[src/rtl/edge_event_collector_pkg.sv]
// Shared types for the edge event collector and the detector pipeline it follows.
// Row/column index widths are fixed here so both sides agree on the event format.
package edge_event_collector_pkg;

    localparam int PipelineHeight = 5;
    localparam int ColumnWidth    = 8;
    localparam int RowWidth       = $clog2(PipelineHeight);

    typedef logic [RowWidth-1:0]    RowIndex;
    typedef logic [ColumnWidth-1:0] ColumnIndex;

    typedef struct packed {
        RowIndex    row;
        ColumnIndex column;
    } EventRecord;

    function automatic logic [7:0] sat_add8(input logic [7:0] a, input logic [7:0] b);
        logic [8:0] s;
        s = {1'b0, a} + {1'b0, b};
        return s[8] ? 8'hFF : s[7:0];
    endfunction

endpackage

[src/rtl/edge_event_collector_fifo.sv]
// Show-ahead FIFO of event records. When empty, the output holds the last popped
// record so the head fields do not jump to stale storage.
module event_fifo
    import edge_event_collector_pkg::*;
#(
    parameter int Depth = 8
) (
    input  logic       clock,
    input  logic       reset_n,
    input  logic       i_push,
    input  EventRecord i_data,
    input  logic       i_pop,
    output EventRecord o_data,
    output logic       o_full,
    output logic       o_empty
);
    localparam int AW   = $clog2(Depth);
    localparam int CntW = AW + 1;

    EventRecord          r_mem [Depth];
    EventRecord          r_last;
    logic [AW-1:0]       r_wr;
    logic [AW-1:0]       r_rd;
    logic [CntW-1:0]     r_cnt;
    logic                w_push;
    logic                w_pop;

    assign o_empty = (r_cnt == '0);
    assign o_full  = (r_cnt == CntW'(Depth));
    assign w_pop   = i_pop & ~o_empty;
    // A pop frees the head slot in the same edge, so full+pop may still accept a push.
    assign w_push  = i_push & (~o_full | w_pop);
    assign o_data  = o_empty ? r_last : r_mem[r_rd];

    always_ff @(posedge clock or negedge reset_n) begin
        if (!reset_n) begin
            for (int i = 0; i < Depth; i++) r_mem[i] <= '0;
            r_last <= '0;
            r_wr   <= '0;
            r_rd   <= '0;
            r_cnt  <= '0;
        end else begin
            if (w_push) begin
                r_mem[r_wr] <= i_data;
                r_wr        <= r_wr + 1'b1;
            end
            if (w_pop) begin
                r_last <= r_mem[r_rd];
                r_rd   <= r_rd + 1'b1;
            end
            case ({w_push, w_pop})
                2'b10:   r_cnt <= r_cnt + 1'b1;
                2'b01:   r_cnt <= r_cnt - 1'b1;
                default: r_cnt <= r_cnt;
            endcase
        end
    end

endmodule

[src/rtl/edge_event_collector.sv]
// Debounces per-row detector hits, records the first-hit column of each edge and
// queues {row, column} events through a show-ahead FIFO with drop accounting.
module edge_event_collector
    import edge_event_collector_pkg::*;
#(
    parameter int RunLength = 3,
    parameter int FifoDepth = 8
) (
    input  logic                      clock,
    input  logic                      reset_n,
    input  logic                      detect_valid,
    input  logic [PipelineHeight-1:0] detect,
    input  ColumnIndex                column,
    output logic                      event_valid,
    input  logic                      event_ready,
    output RowIndex                   event_row,
    output ColumnIndex                event_column,
    output logic                      overflow,
    output logic [7:0]                dropped_count,
    input  logic                      clear_overflow
);
    localparam logic [3:0] RunMax  = 4'(RunLength);
    localparam logic [3:0] RunFire = 4'(RunLength - 1);

    logic [3:0]                r_cnt       [PipelineHeight];
    ColumnIndex                r_first_col [PipelineHeight];
    ColumnIndex                r_pend_col  [PipelineHeight];
    logic [PipelineHeight-1:0] r_pend;
    logic                      r_overflow;
    logic [7:0]                r_dropped;

    logic [PipelineHeight-1:0] w_trig;
    logic [PipelineHeight-1:0] w_drop;
    logic [PipelineHeight-1:0] w_drain_vec;
    logic [7:0]                w_drop_cnt;
    logic                      w_any;
    RowIndex                   w_sel;
    logic                      w_pop;
    logic                      w_push;
    logic                      w_full;
    logic                      w_empty;
    EventRecord                w_head;
    EventRecord                w_push_rec;

    // Lowest pending row wins the single push slot per cycle.
    always_comb begin
        w_any = 1'b0;
        w_sel = '0;
        for (int i = PipelineHeight - 1; i >= 0; i--) begin
            if (r_pend[i]) begin
                w_any = 1'b1;
                w_sel = RowIndex'(i);
            end
        end
    end

    assign w_pop      = event_valid & event_ready;
    assign w_push     = w_any & (~w_full | w_pop);
    assign w_push_rec = '{row: w_sel, column: r_pend_col[w_sel]};

    always_comb begin
        w_drain_vec = '0;
        if (w_push) w_drain_vec[w_sel] = 1'b1;
    end

    // A row draining this cycle has room for a fresh trigger; only a still-held entry drops.
    always_comb begin
        w_trig     = '0;
        w_drop     = '0;
        w_drop_cnt = '0;
        for (int i = 0; i < PipelineHeight; i++) begin
            w_trig[i]  = detect_valid & detect[i] & (r_cnt[i] == RunFire);
            w_drop[i]  = w_trig[i] & r_pend[i] & ~w_drain_vec[i];
            w_drop_cnt = w_drop_cnt + {7'd0, w_drop[i]};
        end
    end

    always_ff @(posedge clock or negedge reset_n) begin
        if (!reset_n) begin
            for (int i = 0; i < PipelineHeight; i++) begin
                r_cnt[i]       <= '0;
                r_first_col[i] <= '0;
                r_pend_col[i]  <= '0;
            end
            r_pend <= '0;
        end else begin
            for (int i = 0; i < PipelineHeight; i++) begin
                if (detect_valid) begin
                    if (detect[i]) begin
                        if (r_cnt[i] == '0) r_first_col[i] <= column;
                        if (r_cnt[i] != RunMax) r_cnt[i] <= r_cnt[i] + 4'd1;
                    end else begin
                        r_cnt[i] <= '0;
                    end
                end
                if (w_trig[i] && !w_drop[i]) begin
                    r_pend[i]     <= 1'b1;
                    r_pend_col[i] <= (RunLength == 1) ? column : r_first_col[i];
                end else if (w_drain_vec[i]) begin
                    r_pend[i] <= 1'b0;
                end
            end
        end
    end

    always_ff @(posedge clock or negedge reset_n) begin
        if (!reset_n) begin
            r_overflow <= 1'b0;
            r_dropped  <= '0;
        end else if (|w_drop) begin
            r_overflow <= 1'b1;
            r_dropped  <= sat_add8(clear_overflow ? 8'd0 : r_dropped, w_drop_cnt);
        end else if (clear_overflow) begin
            r_overflow <= 1'b0;
            r_dropped  <= '0;
        end
    end

    event_fifo #(.Depth(FifoDepth)) u_fifo (
        .clock   (clock),
        .reset_n (reset_n),
        .i_push  (w_push),
        .i_data  (w_push_rec),
        .i_pop   (w_pop),
        .o_data  (w_head),
        .o_full  (w_full),
        .o_empty (w_empty)
    );

    assign event_valid   = ~w_empty;
    assign event_row     = w_head.row;
    assign event_column  = w_head.column;
    assign overflow      = r_overflow;
    assign dropped_count = r_dropped;

endmodule

[config.mk]
export PLATFORM = sky130hd
export DESIGN_NAME = edge_event_collector
export DESIGN_NICKNAME = d
export VERILOG_FILES = /design/src/rtl/edge_event_collector_pkg.sv /design/src/rtl/edge_event_collector_fifo.sv /design/src/rtl/edge_event_collector.sv
export SDC_FILE = /design/constraint.sdc
export NUM_CORES = 1
export LEC_CHECK = 0
export CELL_PAD_IN_SITES_DETAIL_PLACEMENT = 0
export CELL_PAD_IN_SITES_GLOBAL_PLACEMENT = 1
export CORE_MARGIN = 2
export CORE_UTILIZATION = 50
export DETAILED_ROUTE_END_ITERATION = 10
export PLACE_DENSITY_LB_ADDON = 0.05
export SKIP_CTS_REPAIR_TIMING = 1
export SKIP_LAST_GASP = 1
export SLEW_MARGIN = 5
export SYNTH_ARGS = -nofsm -noshare
export SYNTH_HDL_FRONTEND = slang
export SYNTH_HIERARCHICAL = 1
export SYNTH_SLANG_ARGS = --single-unit
[constraint.sdc]
create_clock -name clock -period 8.7 [get_ports clock]
set_input_delay 2.175 -clock clock [delete_from_list [all_inputs] [get_ports clock]]
set_output_delay 2.175 -clock clock [all_outputs]
set_load 0.03 [all_outputs]
==> results.yml, run 1 <==
logic_synthesis:
  avgSynthCellArea_um2: 12.6
  synth_nets: 895
  synth_compound_area_frac: 0.0810
  ys.flop_type: "dfrtp_1"
  synthMuxAreaShare: 0.234
  yosys_register_bits: 223
  synth_edf_count: 0
  synth_top_family_by_area: "multiplexers"
  synthAdderAreaFrac: 0.0350
  yosysSeqAreaShare: 0.524
  synth_xor_area_frac: 0.00822
  async_flop_share: 1.00
  netlist-cell-type-count: 61
  synth_simple_gate_area_frac: 0.0844
  yosys_warnings: 6
  syn_area_um2: 10700
  syn_inst: 849
sta:
  whs_ns: 0.487
  finalHoldViolCount: 0
  rsz0062_at_grt: "false"
  finalSetupViolations: 0
  fin_crit_ns: 6.71
  slew_headroom: 0.148
  fmax_mhz: 149
  slew_violations: 0
  worst_pin_slew_ns: 1.27
  layout_setup_ws_ns: 1.99
  fin_setup_tns_ns: 0
  period_share: 0.771
  worst_clock_skew_ns: 0.0108
route:
  drt-pass1-iter-count: 5
  routed-via-count: 6784
  wl_um: 22800
  ant_nets: 0
  drt_iter0_markers: 387
  wl_per_cell_um: 19.4
  route.detailed.drc: 0
  avgViaCountPerCell: 5.76
outcome:
  status: "finished clean"
global_route:
  grt_pass1_wl_um: 36400
  grt-busiest-layer: "met2"
  met1_usage: 0.273
  gr-usage-all-layers: 0.206
  use_met2: 0.359
  grt_util_met3: 0.0296
  overflow: 0
  antenna_found_initial: 0
  grt_pass1_vias: 6873
  grt_max_degree: 139
clock_tree:
  clk_pin_slew_worst_paths_ns: 0.06
  cts_buffers: 25
  cts-htree-levels: 1
  clock-sinks: 223
  cts_tree: "done"
  cts_root_buf: "clkbuf_16"
  insertion_delay_ns: 0.52
  cts.path.max_buffers: 3
critical_path:
  timing.rr.end: "dropped_count[3]"
  critPathRequiredTime_ns: 9.14
  cp_cell_sequence: "clkdlybuf4s50_1 > buf_4 > nand2_1 > nor4b_1 > o311a_1 > inv_1 > fa_1 > fa_1 > inv_1 > ha_1 > fa_1 > a21oi_1 > nor4_1 > nand2b_1 > o31ai_1 > a22oi_1"
  crit_fanout: 29
  cp_common_cell: "fa_1"
  rr_startpoint: "u_fifo/r_cnt[1]"
  critPathKind: "primary input to register"
  worstSetupStartpoint: "detect_valid"
  slowest_delay_ns: 0.85
  reg2regPathDepth: 15
  reg2reg_slack_ns: 3.18
  setup.worst_path.end: "dropped_count[3]"
  slowest_stage: "nor4_1"
  cp_data_arrival_time_ns: 7.14
  critPathCaptureType: "register"
  startpoint_type: "primary input"
floorplanning:
  start_util: 0.509
  io_pins: 39
  dieArea_um2: 22500
  rows: 53
  dieWidth_um: 150
  die_height_um: 150
  core-area_um2: 21000
finish:
  drive_above_1_share: 0.286
  fin_nets: 930
  final_util: 0.574
  areaGrowthSynthToFinish_pct: 12.8
  layout_common_cells: "dfrtp_1, mux2_2, nand2_1"
  diodes: 0
  fillers: 1706
  final_cells: 1177
  final_common_cell: "dfrtp_1"
power_and_ir_drop:
  p_leak_uw: 0.00566
  vdd_ir_drop_max_mv: 0.170
  p_per_area_nw_per_um2: 332
placed_design:
  io_buffers: 38
  gp_congestion: 0.776
  placedCellCount: 1132
  preCtsSetupSlack_ns: 1.53
  hpwl_um: 14800
min_path:
  whs_path_depth: 2
  hold_class: "register to register"
flow_run:
  max_cap_violations: 0
-- synth_stat cells (all sizes together), types with 3 or more instances --
cell type,number,area (um^2)
nor2,18,67.6
ha,25,313
a21oi,13,72.6
fa,3,60.1
o22ai,15,93.8
nor3b,4,30.0
and2,3,21.3
a221o,11,110
mux2i,32,320
nor2b,12,75.1
clkbuf,12,46.3
nand2,72,270
o31ai,8,65.1
dfrtp,223,5580
a222oi,8,80.1
nand2b,9,63.8
nand3,16,80.1
nand4,9,56.3
inv,28,105
o211ai,3,22.5
xnor2,5,43.8
a22o,5,43.8
xor2,5,43.8
nor4,6,52.6
nor3,9,56.3
or2,4,25.0
o21ai,53,265
buf,22,204
mux2,193,2170
-- report_power, final --
group | internal, uW | total, uW | switching [uW]
Clock | 659 | 1090 | 428
Combinational | 615 | 1260 | 647
Sequential | 1410 | 1640 | 230
Total | 2690 | 3990 | 1310
-- worst max-delay path: cells and delay by family --
family | cells | cell delay, ns
buffers and inverters | 4 | 0.89
AND/OR/NAND/NOR | 4 | 1.79
adder cells (fa/ha/maj) | 4 | 1.33
AO/OA/AOI/OAI | 4 | 0.95
-- cells by family (layout without fill, tap and decap cells) --
logic type,after synthesis,after routing
fa+ha+maj,28,28
compound gates,129,129
mux,225,225
buf+inv,63,116
xor+xnor,10,10
simple gates,171,171
flops,223,223
-- per-stage QoR --
stage               total power (uW)  instance area [um^2]
floorplan                       2560                 10700
global placement                2850                 11200
detailed placement              2930                 11200
CTS                             4020                 12000
global route                    4220                 12000
finish                          3990                 12000
-- worst min-delay path by stage --
stage,from,end
floorplan,u_fifo/r_last[10],u_fifo/r_last[10]
global placement,u_fifo/r_last[8],u_fifo/r_last[8]
detailed placement,u_fifo/r_last[9],u_fifo/r_last[9]
CTS,u_fifo/r_last[9],u_fifo/r_last[9]
global route,r_first_col[8],r_first_col[8]
finish,u_fifo/r_last[9],u_fifo/r_last[9]
-- registers in the layout, summed over array words and instances, names as in the netlist --
name           flops
dropped_count      8
overflow           1
r_cnt             20
r_first_col       40
r_pend             5
r_pend_col        40
u_fifo/r_cnt       4
u_fifo/r_last     11
u_fifo/r_mem      88
u_fifo/r_rd        3
u_fifo/r_wr        3
-- area by class of cell --
type | instances | area [um^2] | share of cell area
Inverter | 29 | 109 | 0.00905
Sequential cell | 223 | 5580 | 0.464
Tap cell | 275 | 344 | 0.0286
Multi-Input combinational cell | 563 | 4720 | 0.392
Timing Repair Buffer | 42 | 415 | 0.0345
Clock inverter | 14 | 160 | 0.0133
Clock buffer | 31 | 698 | 0.0581
-- routing by layer --
| metal | vias to the layer above | share of wire |
|---|---|---|
| met5 | - | 0 |
| met4 | 0 | 0.015 |
| met3 | 29 | 0.035 |
| met2 | 119 | 0.51 |
| met1 | 3474 | 0.44 |
| li1 | 3162 | - |
Power figures use the tool's default switching activity.
==> run 2, diff against run 1 <==
- CORE_UTILIZATION: 50 -> 46
- clock period: 8.7 -> 5.97 ns (I/O delays scaled with it)
==> run 2 against run 1 <==
Combinational power increased by 40%. Sequential cell count did not move. Cell area rose by 0.67%. Global-route usage is 1.6 points lower. Die area rose by 8.5%. Hold slack got worse by 0.011 ns. First-iteration DRC count increased by 0.26%.
==> results.yml, run 2 (same netlist as run 1, synthesis figures left out) <==
outcome:
  status: "finished clean"
clock_tree:
  cts-htree-levels: 1
  cts.path.max_buffers: 3
  cts_root_buf: "clkbuf_16"
  clock-sinks: 223
  insertion_delay_ns: 0.53
  cts_buffers: 25
  clk_pin_slew_worst_paths_ns: 0.06
  cts_tree: "done"
critical_path:
  crit_fanout: 6
  critPathRequiredTime_ns: 6.38
  critPathKind: "primary input to register"
  startpoint_type: "primary input"
  cp_common_cell: "fa_1"
  slowest_stage: "clkdlybuf4s50_1"
  cp_cell_sequence: "clkdlybuf4s50_1 > nand2_1 > nor4b_1 > buf_4 > o311a_1 > inv_1 > fa_1 > fa_1 > inv_1 > ha_1 > fa_1 > a21oi_1 > nor4_1 > buf_4 > or2_2 > a32o_1"
  slowest_delay_ns: 0.59
  crit_buf_inv: 5
  critPathCaptureType: "register"
  worst_path_dominant_cell_family: "adder cells"
  cp_data_arrival_time_ns: 5.87
placed_design:
  preCtsSetupSlack_ns: -0.00812
  hpwl_um: 15100
  gp_congestion: 0.797
  io_buffers: 38
route:
  routed-via-count: 6689
  wl_per_cell_um: 18.5
  ant_nets: 0
  drt-pass1-iter-count: 5
  route.detailed.drc: 0
  wl_um: 22100
  drt_iter0_markers: 388
  avgViaCountPerCell: 5.58
flow_run:
  max_cap_violations: 0
sta:
  slew_headroom: 0.232
  slew_violations: 0
  worst_clock_skew_ns: 0.0133
  fmax_mhz: 183
  period_share: 0.914
  fin_crit_ns: 5.46
  rsz0062_at_grt: "false"
  finalHoldViolCount: 0
  layout_setup_ws_ns: 0.513
  worst_pin_slew_ns: 1.15
  finalSetupViolations: 0
finish:
  largest_reg_flops: 88
  layout_common_cells: "dfrtp_1, mux2_2, nand2_1"
  fin_nets: 940
  areaGrowthSynthToFinish_pct: 13.6
  diodes: 0
  reg_top3: "u_fifo/r_mem (88), r_first_col (40), r_pend_col (40)"
  drive_above_1_share: 0.290
  final_common_cell: "dfrtp_1"
  final_util: 0.533
  regMostFlops: "u_fifo/r_mem"
power_and_ir_drop:
  p_switching_uw: 1860
  p_per_area_nw_per_um2: 477
  clkPwrFrac: 0.269
  vdd_ir_drop_max_mv: 0.272
  p_leak_uw: 0.00571
  cell_internal_pwr_uw: 3910
  switching_share: 0.323
  seqPwrFrac: 0.425
  pwr-share-comb: 0.306
global_route:
  grt_max_degree: 124
  gr-usage-all-layers: 0.190
  grt_pass1_vias: 6990
  grt_pass1_wl_um: 36900
  overflow: 0
  antenna_found_initial: 0
floorplanning:
  rows: 55
  core-area_um2: 22700
  start_util: 0.469
  die_height_um: 156
  io_pins: 39
  dieWidth_um: 156
  dieArea_um2: 24400
min_path:
  hold_class: "register to register"
[run 2: final cells by class]
cell class                      instances  area, um^2
Multi-Input combinational cell        563        4720
Inverter                               29         109
Clock buffer                           37         741
Tap cell                              285         357
Fill cell                            1923       10600
Timing Repair Buffer                   52         490
Clock inverter                          9         110
Sequential cell                       223        5580
[run 2: worst paths after layout]
check,from,end,slack (ns),cells past startpoint
max,detect_valid,dropped_count[5],0.51,16
min,overflow,overflow,0.48,1
max reg2reg,u_fifo/r_cnt[1],dropped_count[5],1.08,16
min reg2reg,overflow,overflow,0.48,1
max in group asynchronous,reset_n,u_fifo/r_rd[0],3.67,2
min in group asynchronous,reset_n,u_fifo/r_cnt[2],1.02,1
[run 2: through the flow]
step | std cells | hold WS [ns] | power, uW | setup TNS [ns] | instance area, um^2
floorplan | 849 | 0.455 | 3730 | 0 | 10700
global placement | 1152 | 0.465 | 4160 | 0 | 11300
detailed placement | 1152 | 0.471 | 4260 | -0.00812 | 11300
CTS | 1198 | 0.484 | 5830 | 0 | 12100
global route | 1198 | 0.507 | 6150 | 0 | 12100
finish | 1198 | 0.476 | 5770 | 0 | 12100
[run 2: metal layers]
metal / share of wire / vias to the layer above / track usage
met3: 0.030 / 30 / 0.0256
li1: - / 3174 / -
met5: 0 / - / 0
met4: 0.017 / 0 / 0.0485
met1: 0.46 / 3389 / 0.257
met2: 0.49 / 96 / 0.324
[run 2: power groups by stage]
stage                     Combinational (uW)  Clock, uW  Sequential, uW
after floorplan                         1430          0            2300
after global routing                    1960       1660            2530
after global placement                  1720          0            2430
after CTS                               1790       1600            2450
final                                   1770       1550            2450
after detailed placement                1780          0            2470
